**src/rtl/multicycle_control.sv**
```systemverilog
// Multi-cycle MIPS main controller: one state per clock, memory stalls via mem_ready.
// Optional feature: define MC_JUMP_EN to build the JMP state and decode OP_J.
module multicycle_control (
  input  logic       clk,
  input  logic       reset,
  input  logic [5:0] opcode,
  input  logic       mem_ready,
  output logic       PCWrite,
  output logic       PCWriteCond,
  output logic       IorD,
  output logic       MemRead,
  output logic       MemWrite,
  output logic       IRWrite,
  output logic       MemtoReg,
  output logic       RegDst,
  output logic       RegWrite,
  output logic       ALUSrcA,
  output logic [1:0] ALUSrcB,
  output logic [1:0] ALUOp,
  output logic [1:0] PCSource,
  output logic [3:0] state,
  output logic       retire,
  output logic       illegal_op
);

  localparam logic [5:0] OP_RTYPE = 6'h00;
  localparam logic [5:0] OP_LW    = 6'h23;
  localparam logic [5:0] OP_SW    = 6'h2B;
  localparam logic [5:0] OP_BEQ   = 6'h04;
  localparam logic [5:0] OP_J     = 6'h02;

  typedef enum logic [3:0] {
    FETCH  = 4'd0,
    DECODE = 4'd1,
    MEMADR = 4'd2,
    MEMRD  = 4'd3,
    MEMWB  = 4'd4,
    MEMWR  = 4'd5,
    REX    = 4'd6,
    RWB    = 4'd7,
    BEQ    = 4'd8,
    JMP    = 4'd9
  } state_t;

  state_t stateQ;
  logic   opLegal;

  always_comb begin
    opLegal = 1'b0;
    case (opcode)
      OP_RTYPE, OP_LW, OP_SW, OP_BEQ: opLegal = 1'b1;
`ifdef MC_JUMP_EN
      OP_J:                           opLegal = 1'b1;
`endif
      default:                        opLegal = 1'b0;
    endcase
  end

  always_ff @(posedge clk or posedge reset) begin
    if (reset) begin
      stateQ <= FETCH;
    end else begin
      case (stateQ)
        FETCH:  if (mem_ready) stateQ <= DECODE;
        DECODE: begin
          case (opcode)
            OP_LW, OP_SW: stateQ <= MEMADR;
            OP_RTYPE:     stateQ <= REX;
            OP_BEQ:       stateQ <= BEQ;
`ifdef MC_JUMP_EN
            OP_J:         stateQ <= JMP;
`endif
            default:      stateQ <= FETCH;
          endcase
        end
        MEMADR: begin
          if (opcode == OP_LW)      stateQ <= MEMRD;
          else if (opcode == OP_SW) stateQ <= MEMWR;
          else                      stateQ <= FETCH;
        end
        MEMRD:  if (mem_ready) stateQ <= MEMWB;
        MEMWR:  if (mem_ready) stateQ <= FETCH;
        REX:    stateQ <= RWB;
        default: stateQ <= FETCH;
      endcase
    end
  end

  // Moore decode; only the FETCH PC/IR loads and the MEMWR retire look at mem_ready.
  always_comb begin
    PCWrite     = 1'b0;
    PCWriteCond = 1'b0;
    IorD        = 1'b0;
    MemRead     = 1'b0;
    MemWrite    = 1'b0;
    IRWrite     = 1'b0;
    MemtoReg    = 1'b0;
    RegDst      = 1'b0;
    RegWrite    = 1'b0;
    ALUSrcA     = 1'b0;
    ALUSrcB     = 2'b00;
    ALUOp       = 2'b00;
    PCSource    = 2'b00;
    retire      = 1'b0;
    illegal_op  = 1'b0;
    case (stateQ)
      FETCH: begin
        MemRead = 1'b1;
        ALUSrcB = 2'b01;
        PCWrite = mem_ready;
        IRWrite = mem_ready;
      end
      DECODE: begin
        ALUSrcB    = 2'b11;
        illegal_op = ~opLegal;
      end
      MEMADR: begin
        ALUSrcA = 1'b1;
        ALUSrcB = 2'b10;
      end
      MEMRD: begin
        MemRead = 1'b1;
        IorD    = 1'b1;
      end
      MEMWB: begin
        RegWrite = 1'b1;
        MemtoReg = 1'b1;
        retire   = 1'b1;
      end
      MEMWR: begin
        MemWrite = 1'b1;
        IorD     = 1'b1;
        retire   = mem_ready;
      end
      REX: begin
        ALUSrcA = 1'b1;
        ALUOp   = 2'b10;
      end
      RWB: begin
        RegWrite = 1'b1;
        RegDst   = 1'b1;
        retire   = 1'b1;
      end
      BEQ: begin
        ALUSrcA     = 1'b1;
        ALUOp       = 2'b01;
        PCWriteCond = 1'b1;
        PCSource    = 2'b01;
        retire      = 1'b1;
      end
`ifdef MC_JUMP_EN
      JMP: begin
        PCWrite  = 1'b1;
        PCSource = 2'b10;
        retire   = 1'b1;
      end
`endif
      default: ;
    endcase
  end

  assign state = stateQ;

endmodule
```
**config.mk**
```make
export PLATFORM = sky130hd
export DESIGN_NAME = multicycle_control
export DESIGN_NICKNAME = d
export VERILOG_FILES = /design/src/rtl/multicycle_control.sv
export SDC_FILE = /design/constraint.sdc
export NUM_CORES = 1
export LEC_CHECK = 0
export CAP_MARGIN = 10
export CELL_PAD_IN_SITES_DETAIL_PLACEMENT = 0
export CELL_PAD_IN_SITES_GLOBAL_PLACEMENT = 1
export CORE_MARGIN = 2
export CORE_UTILIZATION = 25
export CTS_CLUSTER_SIZE = 28
export DETAILED_ROUTE_END_ITERATION = 10
export PLACE_DENSITY = 0.82
export SLEW_MARGIN = 10
export SYNTH_ARGS = -nofsm -noshare
export SYNTH_HDL_FRONTEND = slang
export SYNTH_SLANG_ARGS = --single-unit
```
**constraint.sdc**
```tcl
create_clock -name clk -period 5 [get_ports clk]
set_input_delay 0.75 -clock clk [delete_from_list [all_inputs] [get_ports clk]]
set_output_delay 0.75 -clock clk [all_outputs]
set_load 0.02 [all_outputs]
```
# Yosys cells after proc, flatten, opt, wreduce, memory -nomap -nowiden
# Index checks and enable logic that the tools add are counted.
dict set report word_totals {
  regBits 4
  word_cells 48
  out_inout_bits 22
}
dict set report classes {
  n_reduce_logical 10
  n_mux 22
  eq_ne 14
  n_bitwise 1
}
# op count
set op_table {}
lappend op_table {{$pmux W4 S6} 1}
lappend op_table {{$eq A4 B3 Y1 const B} 4}
lappend op_table {{$eq A6 B6 Y1 const B} 2}
lappend op_table {{$mux W1} 12}
lappend op_table {{$mux W4} 3}
lappend op_table {{$pmux W4 S3} 1}
lappend op_table {{$eq A4 B2 Y1 const B} 2}
lappend op_table {{$reduce_or A2 Y1} 4}
lappend op_table {{$eq A6 B3 Y1 const B} 1}
lappend op_table {{$logic_not A6 Y1} 1}
lappend op_table {{$mux W3} 2}
lappend op_table {{$ne A2 B2 Y1 const B} 3}
lappend op_table {{$pmux W2 S3} 1}
lappend op_table {{$reduce_or A3 Y1} 2}
lappend op_table {{$eq A4 B1 Y1 const B} 1}
lappend op_table {{$eq A4 B4 Y1 const B} 1}
lappend op_table {{$logic_not A4 Y1} 1}
lappend op_table {{$pmux W2 S2} 1}
lappend op_table {{$reduce_or A4 Y1} 1}
lappend op_table {{$reduce_and A3 Y1} 1}
lappend op_table {{$pmux W1 S2} 1}
lappend op_table {{$not A1 Y1} 1}

# Logic depth before layout (Yosys ltp)
dict set report depth {
  word_depth 5
  depth_mapped 5
  mapped_depth_nobuf 4
}

# Least setup slack after synthesis
# Ideal clock, no wire load.
dict set report synth_timing {
  path_type {register to output}
  start {reg stateQ[2] (netlist: state[2])}
  end {out ALUOp[0]}
  path_buffers 3
  slack_ns 2.581
  path_stages_with_launch 5
  arrival_time_ns 1.669
  path_cell_list {dfrtp_1 > buf_6 > clkbuf_1 > nor3_1 > buf_4}
}
dict set report synth_via {
  elab_chain_cells 2
}
# item line_no
set synth_rtl {}
lappend synth_rtl {{start, declared} 45} ;# state_t stateQ;
lappend synth_rtl {{start signal, assigned} 61} ;# stateQ <= FETCH;
lappend synth_rtl {{start signal, assigned} 64} ;# FETCH: if (mem_ready) stateQ <= DECODE;
lappend synth_rtl {{start signal, assigned} 67} ;# OP_LW, OP_SW: stateQ <= MEMADR;
lappend synth_rtl {{$eq A4 B4 Y1 / $eq A4 B3 Y1 (equally long branches)} 106} ;# case (stateQ)
lappend synth_rtl {{$pmux W2 S2 *} 106}
lappend synth_rtl {{end, declared} 19} ;# output logic [1:0] ALUOp,
# Every way passes the cells marked *; elsewhere a longest branch is shown, timed or not.

# Worst setup path in the final report
dict set report layout_timing {
  start {in opcode[1]}
  end {out illegal_op}
}
dict set report layout_via {
  elab_chain_cells 5
}
# item line_no
set layout_rtl {}
lappend layout_rtl {{start, declared} 6} ;# input logic [5:0] opcode,
lappend layout_rtl {{$eq A6 B6 Y1 (tied with other cells)} 50} ;# case (opcode)
lappend layout_rtl {{$reduce_or A4 Y1 *} 50}
lappend layout_rtl {{$mux W1 *} 50}
lappend layout_rtl {{$not A1 Y1 *} 115} ;# illegal_op = ~opLegal;
lappend layout_rtl {{$mux W1 *} 106}
lappend layout_rtl {{end, declared} 23} ;# output logic illegal_op
# Marked as above.

==> impl_metrics.yaml <==
layout:
  num_antenna_cells: 0
  multi_input_area_um2: 339
  areaGrowthSynthToFinish_pct: 57.7
  regArea_um2: 100
  layout-drive-gt1-share: 0.0729
  largest_register_ffs: 4
  nets: 107
  nFillCells: 211
synth:
  synth_ff_type: "dfrtp_1"
  post-synth-top-count-cell: "nor2_1"
  synthXorXnorAreaFrac: 0.0174
  ys_top_cells_by_count: "9 x nor2_1, 8 x a21oi_1, 8 x nand2b_1, 6 x nor3_1, 5 x nand2_1"
  synth_top_family_by_area: "simple AND/OR/NAND/NOR gates"
  yosysSeqAreaShare: 0.199
  yosys_warnings: 0
  synth_top_area_cell: "dfrtp_1"
  synth_area_leaders: "dfrtp_1 20%, nand2b_1 10%, a21oi_1 8.0%"
  synth_edf_count: 0
  muxShareOfSynthArea: 0
  synth-simple-area-share: 0.433
  synth_fa_ha_area_frac: 0
  synth.net_count: 82
  syn_avg_cell_area_um2: 6.89
  synth_top_area_share: 0.199
  synth_compound_area_frac: 0.216
  ys_types: 30
  synth_area_um2: 503
  netlist_instances: 73
  synthArstFlopShare: 1.00
  synth_seq_cells: 4
timing:
  finalCritPeriodShare: 0.658
  setup_violations: 0
  setup_tns_ps: 0
  min_period_ps: 3290
  slew_viol_final: 0
  timing.fmax_mhz: 304
  skew_ps: 4.99
  tightest_slew_ps: 554
  hold_violations: 0
  slew_headroom: 0.631
  rsz0062_at_grt: "no"
  setup_ws_ps: 1710
floorplanning:
  die_area_um2: 2390
  start_util: 0.262
  rows: 16
  die_w_um: 48.9
  coreArea_um2: 1920
  die_h_um: 48.9
  io-pin-count: 31
routing:
  viasPerCell: 4.72
  avgRoutedWirePerCell_um: 10.4
  drc: 0
  totalWireLength_mm: 1.28
  firstDrtPassIters: 4
  num_vias: 580
  ant_nets: 0
  drtIter0Drc: 4
power:
  ir_drop_mv: 0.0884
  power_uw: 136
  leakage_nw: 0.299
  power.density_nw_per_um2: 171
global_route:
  antenna_found_initial: 0
  grt_pass1_vias: 502
  overflow: 0
  grt_usage: 0.110
  grt_pass1_wl_mm: 2.12
  grt_max_degree: 21
min_path:
  min_path_type: "in -> async"
worst_setup_path:
  critPathMaxFanout: 4
  timing.critical_path.arrival_ps: 2540
  reg2reg_slack_ps: 3150
  r2r_end: "state[1]"
  reg2reg_depth: 4
  endpoint_kind: "output pin"
  required_ps: 4250
  start_kind: "input pin"
  timing.rr.start: "state[0]"
  path_class: "in -> out"
placement:
  pre_cts_ws_ps: 1710
  portBuffers: 29
  hpwl_um: 930
  routabilityCongestion: 0.702
cts:
  tritoncts.num_buffers: 3
  post-cts-setup-buffer-count: 0
  hold_buffers: 0
  cts_tree: "built"
  htree_levels: 1
  clock_tree.buffer_depth: 2
  cts.sinks: 4
  cts_resized: 0
  clkTransAtPathRegs_ps: 40
  insertion_delay_ps: 240
  cts_root_buffer: "clkbuf_4"
run:
  maxCapViolCount: 0
run_status:
  outcome: "completed"
## cells in the final DEF (no fill, tap or decap), drive strengths merged, types with 2 or more instances in the layout
cell           instances
a21oi                  8
clkbuf                 3
clkdlybuf4s50         29
dfrtp                  4
inv                    2
nand2                  5
nand2b                 8
nor2                   9
nor3                   6
o21ai                  4
## cell type report
| type | count | area share |
|---|---|---|
| Clock buffer | 3 | 0.0284 |
| Inverter | 2 | 0.00946 |
| Tap cell | 27 | 0.0426 |
| Sequential cell | 4 | 0.126 |
| Multi-Input combinational cell | 58 | 0.427 |
| Timing Repair Buffer | 29 | 0.366 |
## worst max path at each step
| stage | startpoint | to | slack [ps] |
|---|---|---|---|
| after floorplan | state[2] | ALUOp[0] | 2580 |
| after global placement | opcode[1] | illegal_op | 1740 |
| after detailed placement | opcode[1] | illegal_op | 1710 |
| after CTS | opcode[1] | illegal_op | 1710 |
| after global routing | opcode[1] | illegal_op | 1620 |
| final | opcode[1] | illegal_op | 1710 |
## where the power goes
group          switching [mW]  total, mW  leakage, nW  internal (mW)
Sequential            0.00633     0.0402       0.0539         0.0338
Combinational          0.0259     0.0550        0.232         0.0291
Clock                  0.0137     0.0406       0.0138         0.0269
Total                  0.0459      0.136        0.299         0.0898
## logic make-up after synthesis
kind of cell    count (synthesis)
buf+inv                        11
other cells                     1
flops                           4
compound gates                 17
xor+xnor                        1
simple gates                   39
## critical path, stage by stage
cell             delay (ps)
clkdlybuf4s50_1         430
or4_1                   610
a21oi_1                 160
nor2_1                   50
clkdlybuf4s50_1         530
## metal layers
metal	up-vias	share of wire	track usage
met3	0	0.055	0.0307
li1	296	-	-
met2	21	0.48	0.196
met4	0	0	0.0286
met1	263	0.47	0.129
met5	-	0	0
## through the flow
step / utilization / std cells / cell area (um2) / hold WS, ps
after floorplan: - / 73 / 503 / 516
after global placement: 0.401 / 120 / 771 / 767
after detailed placement: 0.401 / 120 / 771 / 757
after CTS: 0.413 / 123 / 793 / 698
after global routing: 0.413 / 123 / 793 / 725
final: 0.413 / 123 / 793 / 702
(Power assumes the default switching activity.)
==> edit, RTL diff (config.mk and constraints unchanged) <==
Build with the macro `MC_JUMP_EN` defined.
--- a/src/rtl/multicycle_control.sv
+++ b/src/rtl/multicycle_control.sv
@@ -1,5 +1,7 @@
 // Multi-cycle MIPS main controller: one state per clock, memory stalls via mem_ready.
 // Optional feature: define MC_JUMP_EN to build the JMP state and decode OP_J.
+`define MC_JUMP_EN
+
 module multicycle_control (
   input  logic       clk,
   input  logic       reset,
Behaviour: not the same (Yosys sat finds a counterexample within 4 cycles, from zero or initial values and one cycle with reset high).
==> edit against the original RTL <==
- core utilization is 0.30 points lower
- area after synthesis increased by 5.5%
- sequential share of layout area fell by 0.29 points
- total power increased by 2.6%
- worst setup slack improved by 0.0081 ns
- register-to-register slack gained 0.23 ns
- hold slack got worse by 0.0044 ns
- sequential cell count unchanged
- combinational power is 8.2% higher
- synthesized cell count is 4.1% lower
- count of clock-buffer cells in the layout did not move
- design area increased by 2.4%
- routed wire length up 6.1%
- critical path type unchanged
- largest cell class unchanged
- largest power group unchanged
==> edit: results (changes against the original RTL) <==
[place]
io_buffer_count=30  ; +3.4%
hpwl_um=1067  ; +15%
routabilityCongestion=0.7386  ; +5.2%

[global_route]
grt_max_degree=16  ; -24%
antenna_found_initial=0  ; unchanged
grt_pass1_vias=514  ; +2.4%
grt_usage_pct=11.27  ; +0.25 points
grt_pass1_wl_um=2221  ; +4.9%

[layout]
final-seq-area_sq_um=100.1  ; unchanged
multi_input_comb_cells=56  ; -3.4%
buffer_area_share_pct=36.98  ; +0.39 points
fin_nets=107  ; unchanged
drive_above_1_share_pct=9.375  ; +2.1 points
diodes=0  ; unchanged
buffers_excl_clock=30  ; +3.4%
multi_input_area_share_pct=42.37  ; -0.37 points
final-clk-cell-share_pct=2.773  ; -0.066 points
num-fill-cells=204  ; -3.3%
largest_reg_flops=4  ; unchanged
inv_count=3  ; +1

[synth]
postSynth.asyncResetShare_pct=100.0  ; unchanged
synth.area.top_cells=dfrtp_1, nor3_1, clkbuf_8, nor2_1, xnor2_1
synth_nets=79  ; -3.7%
yosysWarnings=0  ; unchanged
synthDistinctLibCells=29  ; -3.3%
synth_common_cells=nor2_1, nor3_1, nand2_1
synth-seq-area-share_pct=18.87  ; -1.0 points

[clock_tree]
clkLatencyLatePin_ns=0.23
clock_tree.buffer_depth=2  ; unchanged
post-cts-setup-buffers=0  ; unchanged
root_buffer=clkbuf_4
cts.hold.buffers_added=0  ; unchanged
clk_pin_slew_ns=0.04  ; about the same
cts_made_buffers=3  ; unchanged
clock_sinks=4  ; unchanged

[detailed_routing]
wirelength_um=1357  ; +6.1%
drt_pass1_iterations=4  ; unchanged
drt-initial-drc-count=15  ; +11
num_vias=594  ; +2.4%

[worst_setup_path]
path_max_fanout=5  ; +1
cp_data_arrival_time_ns=2.53  ; about the same
worstReg2RegStart=state[0]
r2r-end=state[2]
r2r_cells=4  ; unchanged
crit_start=mem_ready
reg2reg_slack_ns=3.38  ; +0.23 ns

[power_and_ir_drop]
power_leakage_nw=0.2917  ; -2.6%
max-vdd-ir-drop_mv=0.07598  ; -14%
netSwitchingPower_mw=0.04784  ; +4.3%

[run_status]
status=finished, final reports clean

[sta]
fin_skew_ns=0.001542  ; -0.003451 ns
worst_pin_slew_ns=0.4657  ; -0.08820 ns

[worst_hold_path]
hp-class=input port to async pin

## edit: logic make-up (layout without fill, tap and decap cells)
kind of cell	Yosys count	in the layout	share of synthesized area [%]
and+or+nand+nor	40	40	43.16
AOI/OAI and AO/OA	13	13	16.75
buffers and inverters	10	36	16.27
DFF	4	4	18.87
xor gates and xnor gates	3	3	4.954
## edit: layer usage
metal  track usage, %  vias up  share of wire (%)
li1                 -      297                  -
met1            13.60      270                 46
met2            19.52       27                 48
met3            3.030        0                6.0
met4            2.778        0                  0
met5                0        -                  0
## edit: worst max-delay path, stage by stage
cell and delay, ns:
clkdlybuf4s50_1 0.53, and2b_2 0.24, o21ai_0 0.22, nand3b_1 0.10, nand2_1 0.09, clkdlybuf4s50_1 0.59
## edit: how the worst max path moves through the flow
stage / endpoint / depth (start not counted) / slack [ns]
global placement: illegal_op / 5 / 1.73
CTS: retire / 6 / 1.71
global route: retire / 6 / 1.62
finish: retire / 6 / 1.72
detailed placement: retire / 6 / 1.72
floorplan: illegal_op / 3 / 2.66
## edit: power by group through the flow
stage,sequential (mW),combinational [mW],clock (mW)
floorplan,0.0382,0.0354,0
global placement,0.0408,0.0592,0
detailed placement,0.0409,0.0598,0
CTS,0.0404,0.0600,0.0409
global route,0.0411,0.0643,0.0436
finish,0.0405,0.0595,0.0392
## edit: through the flow
step | area, sq um | hold slack (ns) | std cells | utilization [%] | setup slack [ns]
6_report | 812.0 | 0.6975 | 123 | 40.97 | 1.718
4_1_cts | 812.0 | 0.6980 | 123 | 40.97 | 1.709
2_1_floorplan | 530.5 | 0.5161 | 70 | - | 2.656
5_1_grt | 812.0 | 0.7307 | 123 | 40.97 | 1.616
3_3_place_gp | 789.5 | 0.7460 | 120 | 39.84 | 1.733
3_5_place_dp | 789.5 | 0.7154 | 120 | 39.84 | 1.717
